File: src/rtl/receive_all_if.sv
`default_nettype none
// ============================================================================
// receive_all_if : inter-board Request/Ack link plus decoded message bus
// Rev 1.0
// ============================================================================
interface receive_all_if;
  logic       Request;
  logic [5:0] interboard_data;
  logic       Ack;
  logic       msg_valid;
  logic [3:0] msg_type;
  logic [4:0] block_x;
  logic [2:0] block_y;
  logic [5:0] card;
  logic [2:0] sel_len;
  logic       move_dir;
  logic       remote_rst;

  // master: remote sender / game-control side; slave: the receiver
  modport master (
    output Request, interboard_data,
    input  Ack, msg_valid, msg_type, block_x, block_y, card, sel_len,
           move_dir, remote_rst
  );

  modport slave (
    input  Request, interboard_data,
    output Ack, msg_valid, msg_type, block_x, block_y, card, sel_len,
           move_dir, remote_rst
  );
endinterface
`default_nettype wire

File: src/rtl/receive_all.sv
`default_nettype none
// ============================================================================
// receive_all : 4-phase Request/Ack receiver assembling six-word game messages
// Rev 1.0
// ============================================================================
module receive_all #(
  parameter int SYNC_STAGES   = 2,
  parameter int RST_HOLD      = 16,
  parameter int FRAME_TIMEOUT = 1_000_000
) (
  input logic          clk,
  input logic          rst_n,
  receive_all_if.slave bus
);

  localparam int c_rst_w = $clog2(RST_HOLD + 1);
  localparam int c_to_w  = $clog2(FRAME_TIMEOUT + 1);
  localparam logic [c_rst_w-1:0] c_rst_max  = c_rst_w'(RST_HOLD);
  localparam logic [c_rst_w-1:0] c_rst_last = c_rst_w'(RST_HOLD - 1);
  localparam logic [c_to_w-1:0]  c_to_last  = c_to_w'(FRAME_TIMEOUT - 1);

  typedef enum logic [1:0] {
    WAIT_REQ_UP = 2'd0,
    ACK_HIGH    = 2'd1,
    ACK_LOW     = 2'd2,
    REMOTE_RST  = 2'd3
  } state_t;

  state_t r_state, w_state_next;

  logic [SYNC_STAGES-1:0] r_req_sync;
  logic                   w_req_s;
  logic [5:0]             r_data_s;
  logic [2:0]             r_idx;
  logic [3:0]             r_w0;
  logic [4:0]             r_w1;
  logic [2:0]             r_w2;
  logic [5:0]             r_w3;
  logic [2:0]             r_w4;
  logic [c_rst_w-1:0]     r_rst_cnt;
  logic [c_to_w-1:0]      r_to_cnt;
  logic                   r_ack, r_msg_valid, r_remote_rst;
  logic [3:0]             r_msg_type;
  logic [4:0]             r_block_x;
  logic [2:0]             r_block_y;
  logic [5:0]             r_card;
  logic [2:0]             r_sel_len;
  logic                   r_move_dir;

  logic w_capture, w_word_done, w_frame_load, w_rst_inc, w_rrst_hit;
  logic w_to_run, w_timeout;

  assign w_req_s    = r_req_sync[SYNC_STAGES-1];
  // Raw data is used here: it is only qualified by the synchronized Request
  assign w_rst_inc  = w_req_s && (bus.interboard_data == 6'h3F);
  assign w_rrst_hit = w_rst_inc && (r_rst_cnt == c_rst_last);
  assign w_to_run   = (r_state == WAIT_REQ_UP) && (r_idx != 3'd0) && !w_req_s;
  assign w_timeout  = w_to_run && (r_to_cnt == c_to_last);

  always_comb begin
    w_state_next = r_state;
    w_capture    = 1'b0;
    w_word_done  = 1'b0;
    w_frame_load = 1'b0;
    if (w_rrst_hit) begin
      w_state_next = REMOTE_RST;
    end else begin
      case (r_state)
        WAIT_REQ_UP: if (w_req_s) begin
          w_capture    = 1'b1;
          w_state_next = ACK_HIGH;
        end
        ACK_HIGH: if (!w_req_s) begin
          w_state_next = ACK_LOW;
          w_frame_load = (r_idx == 3'd5);
        end
        ACK_LOW: begin
          w_word_done  = 1'b1;
          w_state_next = WAIT_REQ_UP;
        end
        REMOTE_RST: if (!w_req_s) w_state_next = WAIT_REQ_UP;
        default: w_state_next = WAIT_REQ_UP;
      endcase
    end
  end

  always_ff @(posedge clk or negedge rst_n) begin
    if (!rst_n) begin
      r_state      <= WAIT_REQ_UP;
      r_req_sync   <= '0;
      r_data_s     <= '0;
      r_idx        <= '0;
      r_w0         <= '0;
      r_w1         <= '0;
      r_w2         <= '0;
      r_w3         <= '0;
      r_w4         <= '0;
      r_rst_cnt    <= '0;
      r_to_cnt     <= '0;
      r_ack        <= 1'b0;
      r_msg_valid  <= 1'b0;
      r_remote_rst <= 1'b0;
      r_msg_type   <= '0;
      r_block_x    <= '0;
      r_block_y    <= '0;
      r_card       <= '0;
      r_sel_len    <= '0;
      r_move_dir   <= 1'b0;
    end else begin
      r_state    <= w_state_next;
      r_req_sync <= {r_req_sync[SYNC_STAGES-2:0], bus.Request};

      if (w_capture) r_data_s <= bus.interboard_data;

      case (w_state_next)
        ACK_HIGH:   r_ack <= 1'b1;
        REMOTE_RST: r_ack <= r_ack;  // sender ignores Ack during remote reset
        default:    r_ack <= 1'b0;
      endcase
      r_remote_rst <= (w_state_next == REMOTE_RST);

      if (!w_rst_inc)              r_rst_cnt <= '0;
      else if (r_rst_cnt != c_rst_max) r_rst_cnt <= r_rst_cnt + 1'b1;

      r_to_cnt <= (w_to_run && !w_timeout) ? r_to_cnt + 1'b1 : '0;

      if (w_state_next == REMOTE_RST)             r_idx <= '0;
      else if (w_word_done && r_idx == 3'd5)      r_idx <= '0;
      else if (w_word_done)                       r_idx <= r_idx + 3'd1;
      else if (w_timeout)                         r_idx <= '0;

      if (w_word_done) begin
        case (r_idx)
          3'd0:    r_w0 <= r_data_s[3:0];
          3'd1:    r_w1 <= r_data_s[4:0];
          3'd2:    r_w2 <= r_data_s[2:0];
          3'd3:    r_w3 <= r_data_s;
          3'd4:    r_w4 <= r_data_s[2:0];
          default: ;
        endcase
      end

      // Word 5 still sits in r_data_s; load the whole frame atomically
      r_msg_valid <= w_frame_load;
      if (w_frame_load) begin
        r_msg_type <= r_w0;
        r_block_x  <= r_w1;
        r_block_y  <= r_w2;
        r_card     <= r_w3;
        r_sel_len  <= r_w4;
        r_move_dir <= r_data_s[0];
      end
    end
  end

  assign bus.Ack        = r_ack;
  assign bus.msg_valid  = r_msg_valid;
  assign bus.remote_rst = r_remote_rst;
  assign bus.msg_type   = r_msg_type;
  assign bus.block_x    = r_block_x;
  assign bus.block_y    = r_block_y;
  assign bus.card       = r_card;
  assign bus.sel_len    = r_sel_len;
  assign bus.move_dir   = r_move_dir;

endmodule
`default_nettype wire

File: src/flat_wrapper.sv
// flat-port wrapper written by rule: the top's interface ports become plain ports
module receive_all_flat 
#(
  parameter int SYNC_STAGES   = 2,
  parameter int RST_HOLD      = 16,
  parameter int FRAME_TIMEOUT = 1_000_000
)
  (clk, rst_n, bus_Request, bus_interboard_data, bus_Ack, bus_msg_valid, bus_msg_type, bus_block_x, bus_block_y, bus_card, bus_sel_len, bus_move_dir, bus_remote_rst);
  receive_all_if bus_i ();
  input logic clk;
  input logic rst_n;
  input wire logic [$bits(bus_i.Request)-1:0] bus_Request;
  input wire logic [$bits(bus_i.interboard_data)-1:0] bus_interboard_data;
  output wire logic [$bits(bus_i.Ack)-1:0] bus_Ack;
  output wire logic [$bits(bus_i.msg_valid)-1:0] bus_msg_valid;
  output wire logic [$bits(bus_i.msg_type)-1:0] bus_msg_type;
  output wire logic [$bits(bus_i.block_x)-1:0] bus_block_x;
  output wire logic [$bits(bus_i.block_y)-1:0] bus_block_y;
  output wire logic [$bits(bus_i.card)-1:0] bus_card;
  output wire logic [$bits(bus_i.sel_len)-1:0] bus_sel_len;
  output wire logic [$bits(bus_i.move_dir)-1:0] bus_move_dir;
  output wire logic [$bits(bus_i.remote_rst)-1:0] bus_remote_rst;
  assign bus_i.Request = bus_Request;
  assign bus_i.interboard_data = bus_interboard_data;
  assign bus_Ack = bus_i.Ack;
  assign bus_msg_valid = bus_i.msg_valid;
  assign bus_msg_type = bus_i.msg_type;
  assign bus_block_x = bus_i.block_x;
  assign bus_block_y = bus_i.block_y;
  assign bus_card = bus_i.card;
  assign bus_sel_len = bus_i.sel_len;
  assign bus_move_dir = bus_i.move_dir;
  assign bus_remote_rst = bus_i.remote_rst;
  receive_all #(.SYNC_STAGES(SYNC_STAGES), .RST_HOLD(RST_HOLD), .FRAME_TIMEOUT(FRAME_TIMEOUT)) u_core (.clk(clk), .rst_n(rst_n), .bus(bus_i));
endmodule
File: config.mk
export PLATFORM = sky130hd
export DESIGN_NAME = receive_all_flat
export DESIGN_NICKNAME = d
export VERILOG_FILES = /design/src/rtl/receive_all_if.sv /design/src/rtl/receive_all.sv /design/src/flat_wrapper.sv
export SDC_FILE = /design/constraint.sdc
export NUM_CORES = 1
export LEC_CHECK = 0
export CAP_MARGIN = 20
export CELL_PAD_IN_SITES_DETAIL_PLACEMENT = 1
export CELL_PAD_IN_SITES_GLOBAL_PLACEMENT = 1
export CORE_MARGIN = 5
export CORE_UTILIZATION = 50
export CTS_CLUSTER_DIAMETER = 40
export DETAILED_ROUTE_END_ITERATION = 16
export MAX_ROUTING_LAYER = met4
export PLACE_DENSITY_LB_ADDON = 0.08
export SYNTH_ARGS = -nofsm -noshare
export SYNTH_HDL_FRONTEND = slang
export SYNTH_SLANG_ARGS = --single-unit
File: constraint.sdc
create_clock -name clk -period 6.4 [get_ports clk]
set_input_delay 1.6 -clock clk [delete_from_list [all_inputs] [get_ports clk]]
set_output_delay 1.6 -clock clk [all_outputs]
set_load 0.01 [all_outputs]
### Yosys cells after proc, flatten, opt, wreduce, memory -nomap -nowiden

Index checks and enable logic that the tools add are counted.

| storage, ports and cells | value |
|---|---|
| flip-flop bits (word level) | 84 |
| input bits | 9 |
| output and inout bits | 25 |
| logic and storage cells | 77 |

| operators by class | value |
|---|---|
| $add $sub $neg | 3 |
| eq/ne operators | 15 |
| multiplexer cells | 21 |
| reductions and logical operators | 18 |

Operators with widths:

| cell | count |
|---|---|
| adder 20 x 1 -> 20 bit (second input constant) | 1 |
| equality test 20 bit (second input constant) | 1 |
| two-way mux 20 bit | 1 |
| two-way mux 3 bit | 4 |
| two-way mux 5 bit | 2 |
| AND reduction 2 bit | 5 |
| two-way mux 1 bit | 8 |
| two-way mux 2 bit | 4 |
| one-hot mux 2 bit (4 select lines) | 1 |
| logical AND 1 bit | 7 |
| equality test 2 bit (second input constant) | 3 |
| equality test 3 x 2 -> 1 bit (second input constant) | 2 |
| equality test 3 bit (second input constant) | 2 |
| equality test 6 bit (second input constant) | 1 |
| adder 5 x 1 -> 5 bit (second input constant) | 1 |
| equality test 5 x 4 -> 1 bit (second input constant) | 1 |
| inequality test 5 bit (second input constant) | 1 |
| equality test 2 x 1 -> 1 bit (second input constant) | 2 |
| nonzero test 4 bit | 1 |
| adder 3 x 1 -> 3 bit (second input constant) | 1 |
| equality test 3 x 1 -> 1 bit (second input constant) | 1 |
| zero test 3 bit | 1 |
| nonzero test 3 bit | 1 |
| zero test 1 bit | 2 |
| 3 further kinds | 3 |

### Depth between registers and ports, before layout

Gate-level depths: netlist of the first run.

| depth | value |
|---|---|
| word-level depth | 8 |
| depth in mapped cells | 8 |
| mapped depth without buffers | 7 |

### Least setup slack after synthesis of the first run

OpenSTA, ideal clock, no wires.

| path | value |
|---|---|
| path kind | input to register |
| start point | input bus_interboard_data[1] |
| end point | register u_core.r_data_s[0] |
| library setup time | 125 ps |
| arrival time | 2743 ps |
| data required time | 6275 ps |
| path slack | 3532 ps |
| stages on the path | 5 |
| buffers on the path | 1 |
| path through | nand4_1 -> or2_2 -> clkbuf_1 -> nand3_1 -> mux2_2 |

| on the way | value |
|---|---|
| cells in the longest elaborated chain, start to end | 4 |

RTL lines:

| element | RTL line | RTL |
|---|---|---|
| from (decl) | flat_wrapper.sv:13 | `input wire logic [$bits(bus_i.interboard_data)-1:0] bus_interboard_data;` |
| equality test 6 bit | receive_all.sv:55 | `assign w_rst_inc = w_req_s && (bus.interboard_data == 6'h3F);` |
| logical AND 1 bit | receive_all.sv:55 |  |
| logical AND 1 bit | receive_all.sv:56 | `assign w_rrst_hit = w_rst_inc && (r_rst_cnt == c_rst_last);` |
| two-way mux 1 bit | receive_all.sv:65 | `if (w_rrst_hit) begin` |
| to (signal assigned) | receive_all.sv:113 | `if (w_capture) r_data_s <= bus.interboard_data;` |
| to (decl) | receive_all.sv:33 | `logic [5:0] r_data_s;` |

No other way between the ends.
A chain may end at the register's enable or synchronous reset.

### Final worst setup path of the first run

| path | value |
|---|---|
| start point | input bus_interboard_data[1] |
| end point | register u_core.r_data_s[1] |

| on the way | value |
|---|---|
| cells in the longest elaborated chain, start to end | 4 |

RTL lines:

| element | RTL line |
|---|---|
| equality test 6 bit | receive_all.sv:55 |
| logical AND 1 bit | receive_all.sv:55 |
| logical AND 1 bit | receive_all.sv:56 |
| two-way mux 1 bit | receive_all.sv:65 |

Parallel ways exist; a longest one is shown, timed or not.

==> results of run 1 <==
worst max-delay path, stage by stage:
cell and delay, ps:
clkdlybuf4s50_1 480, nand4_1 160, or2_2 400, nand3_1 290, mux2_2 380
stage by stage:
stage	total power (W)	instance area, sq um	hold WS [ps]	setup WS (ps)	util [%]
finish	0.00135	4250	354	3320	59.6
global route	0.00142	4250	390	3250	59.6
CTS	0.00137	4250	356	3320	59.6
detailed placement	0.000983	4050	336	2940	56.7
global placement	0.000963	4050	335	3000	56.7
floorplan	0.000847	3620	331	3530	-
cell type report:
class / count / area (sq um) / share of cell area (%)
clock inverters: 5 / 60.1 / 1.41
multi-input cells: 185 / 1440 / 33.8
flip-flops and latches: 84 / 2100 / 49.5
repair buffers: 34 / 335 / 7.89
well taps: 99 / 124 / 2.91
clock buffers: 11 / 141 / 3.33
inverters: 14 / 52.6 / 1.24
worst max path at each step:
stage                      startpoint            endpoint  slack, ps  cells after the start
6_report       bus_interboard_data[1]  u_core.r_data_s[1]       3320                      5
5_1_grt        bus_interboard_data[1]  u_core.r_data_s[1]       3250                      5
4_1_cts        bus_interboard_data[1]  u_core.r_data_s[1]       3320                      5
3_5_place_dp   bus_interboard_data[1]  u_core.r_data_s[1]       2940                      5
3_3_place_gp   bus_interboard_data[2]  u_core.r_data_s[4]       3000                      5
2_1_floorplan  bus_interboard_data[1]  u_core.r_data_s[0]       3530                      5
report_power, final:
part,switching (W),total (W),internal (W),leakage [nW]
Combinational,0.000105,0.000257,0.000152,0.657
Sequential,0.0000725,0.000708,0.000636,1.12
Clock,0.000190,0.000383,0.000193,0.0999
Total,0.000367,0.00135,0.000980,1.88
kinds of logic (layout without fill, tap and decap cells):
group / count (synthesis) / after routing / synth area share [%]
and+or+nand+nor: 90 / 90 / 13.5
adders and majority gates: 9 / 9 / 3.11
xor gates and xnor gates: 18 / 18 / 4.36
DFF: 84 / 84 / 58.1
buffers and inverters: 21 / 64 / 2.21
muxes: 50 / 50 / 15.5
AOI/OAI and AO/OA: 18 / 18 / 3.18
registers in the layout, indices dropped and copies added (netlist names), 3 cells and up:
signal	cells
u_core.bus.block_x	5
u_core.bus.block_y	3
u_core.bus.card	6
u_core.bus.msg_type	4
u_core.bus.sel_len	3
u_core.r_data_s	6
u_core.r_idx	3
u_core.r_rst_cnt	5
u_core.r_to_cnt	20
u_core.r_w0	4
u_core.r_w1	5
u_core.r_w2	3
u_core.r_w3	6
u_core.r_w4	3
cell usage after synthesis, types with 2 or more instances:
cell type	instances	area share [%]
dfrtp_1	84	58
and3_1	3	0.52
o21ai_0	5	0.69
mux2_1	3	0.93
nor4_1	4	0.69
nor2_1	23	2.4
o31ai_1	3	0.62
nand2_1	13	1.3
nor4b_1	3	0.73
o22ai_1	2	0.35
clkbuf_1	5	0.52
or4_1	6	1.2
ha_1	9	3.1
nand3_1	18	2.5
nand4_1	4	0.69
xnor2_1	14	3.4
xor2_1	4	0.97
inv_1	14	1.5
nor3_1	6	0.83
mux2_2	46	14
a21oi_1	5	0.69
cells in the final DEF, fill, tap and decap left out, types with 2 or more instances in the layout:
cell type        Yosys  layout
nor4_1               4       4
nor3_1               6       6
o22ai_1              2       2
nor4b_1              3       3
or4_1                6       6
clkbuf_8             0      10
inv_1               14      14
mux2_1               3       3
nand2_1             13      13
buf_4                0       2
xnor2_1             14      14
nand3_1             18      18
xor2_1               4       4
ha_1                 9       9
clkdlybuf4s50_1      0      32
and3_1               3       3
mux2_2              46      46
nand4_1              4       4
a21oi_1              5       5
o21ai_0              5       5
nor2_1              23      23
o31ai_1              3       3
dfrtp_1             84      84
metal layers:
layer  vias to the layer above  GRT usage [%]  share of wire [%]
met5                         -              -                  0
met4                         0           7.57                1.7
met3                        12           4.42                3.5
met2                        31           28.5                 50
met1                      1180           21.3                 45
li1                       1091              -                  -
==> results.ini, run 1 <==
[drt]
wl_per_cell_um = 16.1
vias = 2314
first_pass_iters = 6
ant_nets = 0
wl_um = 6960
viasPerCell = 5.36
drc = 0
drt_iter0_markers = 42

[flow_run]
drv_cap = 0

[hold_path]
hold_depth = 0
min_from = u_core.r_req_sync[0]
hold_path.class = reg2reg
hold_path_end = u_core.r_req_sync[1]

[worst_setup_path]
crit_fanout = 7
crit_required_ps = 6640
path_class = in2reg
ff2ff_setup_slack_ps = 4130
reg2reg_to = u_core.bus.card[0]
r2r_cells = 5
critPathLaunchType = input pin
reg2reg_from = u_core.r_idx[1]
critPathCaptureType = register
cp.arrival_ps = 3320

[clock_tree]
cts.htree.levels = 3
cts_root_buffer = clkbuf_8
post_cts_resized = 0
cts_tree = yes
cts_setup_buffers = 0
cts_made_buffers = 9
clockBufferDepth = 2
clk_transition_reported_paths_ps = 80
holdBufCountCts = 0
clock_latency_ps = 360
cts_sinks = 84

[sta]
hold_viol = 0
finalSetupViolCount = 0
rsz0062_at_grt = false
maxSlewHeadroom_pct = 34.1
maxSlewViolCount = 0
fin_skew_ps = 11.7
post-route-period-util_pct = 48.1
fmax_ghz = 0.325
min_period_ps = 3080
fin_tns_setup_ps = 0
worst_pin_slew_ps = 989

[yosys]
netlist_area_sq_um = 3620
async_reset_ff_share_pct = 100
synth_ff_type = dfrtp_1
yosysSeqAreaShare_pct = 58.1
synth-edff-count = 0
syn_nets = 308
ys_ff_latch = 84
synth.avg_cell_area_sq_um = 12.5
synth_warnings = 0
netlist_instances = 290
ys_types = 37

[die]
io_pins = 34
die_w_um = 95.1
start_util_pct = 50.7
fp.coreArea_sq_um = 7140
die_h_um = 95.1
rows = 31
die_area_sq_um = 9040

[final_layout]
fin_cells = 432
drive_above_1_share_pct = 20.7
fillers = 743
antenna_cells = 0
layout.nets = 346
syn_to_final_growth_pct = 17.5

[global_route]
gr-total-overflow = 0
antenna_found_initial = 0
grt_pass1_wl_um = 11700
grt_pass1_vias = 2370
grt_max_degree = 44
grt.total_usage_pct = 17.7

[place]
gp_congestion = 0.776
dp_cells = 416
port-buffer-count = 33
place_hpwl_um = 4930

[power]
leakage_nw = 1.88
powerDensity_nw_per_um2 = 317
ir_drop_uv = 145

[status]
outcome = finished, final reports clean

Power figures use the tool's default switching activity.
==> inputs of run 2 (changes only) <==
CORE_UTILIZATION = 46   (was 50)
clock period = 3.2 ns   (was 6.4 ns; I/O delays follow)
==> results.ini, run 2 (synthesized netlist as in run 1, its figures left out) <==
[status]
outcome = finished, final reports clean

[drt]
drc = 0  ; unchanged
wl_um = 6930  ; -0.43%
vias = 2268  ; -2.0%
viasPerCell = 5.21  ; -2.7%
ant_nets = 0  ; unchanged
first_pass_iters = 4  ; -2
drt_iter0_markers = 55  ; +31%
wl_per_cell_um = 15.9  ; -1.1%

[place]
dpl-instance-area_sq_um = 4050  ; about the same
dp_cells = 418  ; +0.48%
place_hpwl_um = 4590  ; -6.9%
gp_congestion = 0.775  ; -0.15%
port-buffer-count = 33  ; unchanged

[clock_tree]
cts_sinks = 84  ; unchanged
cts_setup_buffers = 0  ; unchanged
cts_made_buffers = 9  ; unchanged
cts.htree.levels = 3  ; unchanged
holdBufCountCts = 0  ; unchanged
post_cts_resized = 0  ; unchanged
clock_latency_ps = 350  ; about the same
cts_tree = yes
clk_transition_reported_paths_ps = 90  ; about the same
clockBufferDepth = 2  ; unchanged
cts_root_buffer = clkbuf_8

[global_route]
grt_max_degree = 85  ; +93%
grt_pass1_wl_um = 12300  ; +4.6%
grt.total_usage_pct = 16.3  ; -1.4 points
grt_pass1_vias = 2417  ; +2.0%
antenna_found_initial = 0  ; unchanged
gr-total-overflow = 0  ; unchanged

[sta]
fmax_ghz = 0.433
rsz0062_at_grt = false
hold_viol = 0  ; unchanged
fin_tns_setup_ps = 0  ; unchanged
min_period_ps = 2310
fin_skew_ps = 7.54  ; -4.12 ps
worst_pin_slew_ps = 994  ; +5.00 ps
maxSlewViolCount = 0  ; unchanged
post-route-period-util_pct = 72.1
maxSlewHeadroom_pct = 33.7  ; -0.33 points
finalSetupViolCount = 0  ; unchanged

[final_layout]
fin_cells = 435  ; +0.69%
antenna_cells = 0  ; unchanged
largest_reg_flops = 20  ; unchanged
final_cell_mix = dfrtp_1, mux2_2, clkdlybuf4s50_1
layout.nets = 346  ; unchanged
top_register = u_core.r_to_cnt
syn_to_final_growth_pct = 18.5
drive_above_1_share_pct = 20.7  ; unchanged
fin_area_sq_um = 4290  ; +0.85%
layout_commonest_cell = dfrtp_1
final_util_pct = 55.8  ; -3.8 points

[worst_setup_path]
cp.arrival_ps = 2550  ; -770 ps
ff2ff_setup_slack_ps = 910  ; -3220 ps
critPathCaptureType = register
reg2reg_from = u_core.r_idx[1]
critPathLaunchType = input pin
path_class = in2reg
crit_chain = clkdlybuf4s50_1, nand4_1, or2_2, nand3_1, mux2_2
reg2reg_to = u_core.bus.card[1]
startpoint = bus_interboard_data[1]
crit_fanout = 7  ; unchanged
cp_slowest_cell = clkdlybuf4s50_1
setup.worst_path.end = u_core.r_data_s[4]
max_stage_delay_ps = 480  ; about the same
r2r_cells = 5  ; unchanged
crit_required_ps = 3440  ; -3200 ps

[hold_path]
hold_path.class = reg2reg

[power]
p_sw_w = 0.000736  ; +100%
p_int_w = 0.00202  ; +110%
clkPwrFrac_pct = 29.9  ; +1.5 points
powerDensity_nw_per_um2 = 642  ; +100%
p_sw_share_pct = 26.7  ; -0.53 points
power_w = 0.00275  ; +100%
ir_drop_uv = 277  ; +90%
leakage_nw = 1.89  ; +0.78%
p_seq_share_pct = 51.5  ; -1.1 points
power_frac_comb_pct = 18.7  ; -0.3 points

[die]
die_h_um = 98.7  ; +3.8%
io_pins = 34  ; unchanged
die_area_sq_um = 9740  ; +7.8%
start_util_pct = 47.1  ; -3.6 points
rows = 32  ; +3.2%
die_w_um = 98.7  ; +3.8%
fp.coreArea_sq_um = 7690  ; +7.7%

[flow_run]
drv_cap = 0  ; unchanged

[run 2: cell types whose count changed in the layout (fill, tap and decap cells not counted)]
cell       delta
clkinv_4      -1
bufinv_16     +1
clkinv_2      +1
buf_4         -1
clkbuf_8      -1
buf_16        +1
[run 2: through the flow]
step | hold slack [ps] | worst slack [ps]
final | 353 | 892
after CTS | 355 | 891
after global placement | 336 | 599
after floorplan | 331 | 1130
after global routing | 388 | 776
after detailed placement | 336 | 523
[run 2: cell type report]
type | count | area (sq um)
Clock buffer | 10 | 128
Timing Repair Buffer | 34 | 355
Multi-Input combinational cell | 185 | 1440
Clock inverter | 6 | 86.3
Tap cell | 102 | 128
Sequential cell | 84 | 2100
Fill cell | 807 | 3400
Inverter | 14 | 52.6
[run 2: critical path: cells and delay by family]
kind / cells / cell delay (ps)
buffers and inverters: 1 / 480
multiplexers: 1 / 380
AND/OR/NAND/NOR: 3 / 880
[run 2: routing by layer]
metal | global-route usage, % | routed length, um | part of all wire (%) | up-vias
met5 | - | 0 | 0 | -
met4 | 6.62 | 103 | 1.5 | 0
met3 | 3.47 | 216 | 3.1 | 8
met2 | 24.6 | 3410 | 49 | 28
met1 | 21.5 | 3200 | 46 | 1137
li1 | - | - | - | 1095
[run 2: worst min path at each step]
| stage | startpoint | to | slack [ps] | depth (start not counted) |
|---|---|---|---|---|
| floorplan | u_core.r_req_sync[0] | u_core.r_req_sync[1] | 330 | 0 |
| global placement | u_core.r_req_sync[0] | u_core.r_req_sync[1] | 340 | 0 |
| detailed placement | u_core.r_req_sync[0] | u_core.r_req_sync[1] | 340 | 0 |
| CTS | u_core.r_req_sync[0] | u_core.r_req_sync[1] | 360 | 0 |
| global route | u_core.r_req_sync[0] | u_core.r_req_sync[1] | 390 | 0 |
| finish | u_core.r_req_sync[0] | u_core.r_req_sync[1] | 350 | 0 |
[run 2: power by group through the flow]
stage / combinational (W) / sequential, W / clock [W]
2_1_floorplan: 0.000277 / 0.00142 / 0
3_3_place_gp: 0.000499 / 0.00143 / 0
3_5_place_dp: 0.000514 / 0.00144 / 0
4_1_cts: 0.000520 / 0.00142 / 0.000850
5_1_grt: 0.000570 / 0.00145 / 0.000908
6_report: 0.000514 / 0.00142 / 0.000823
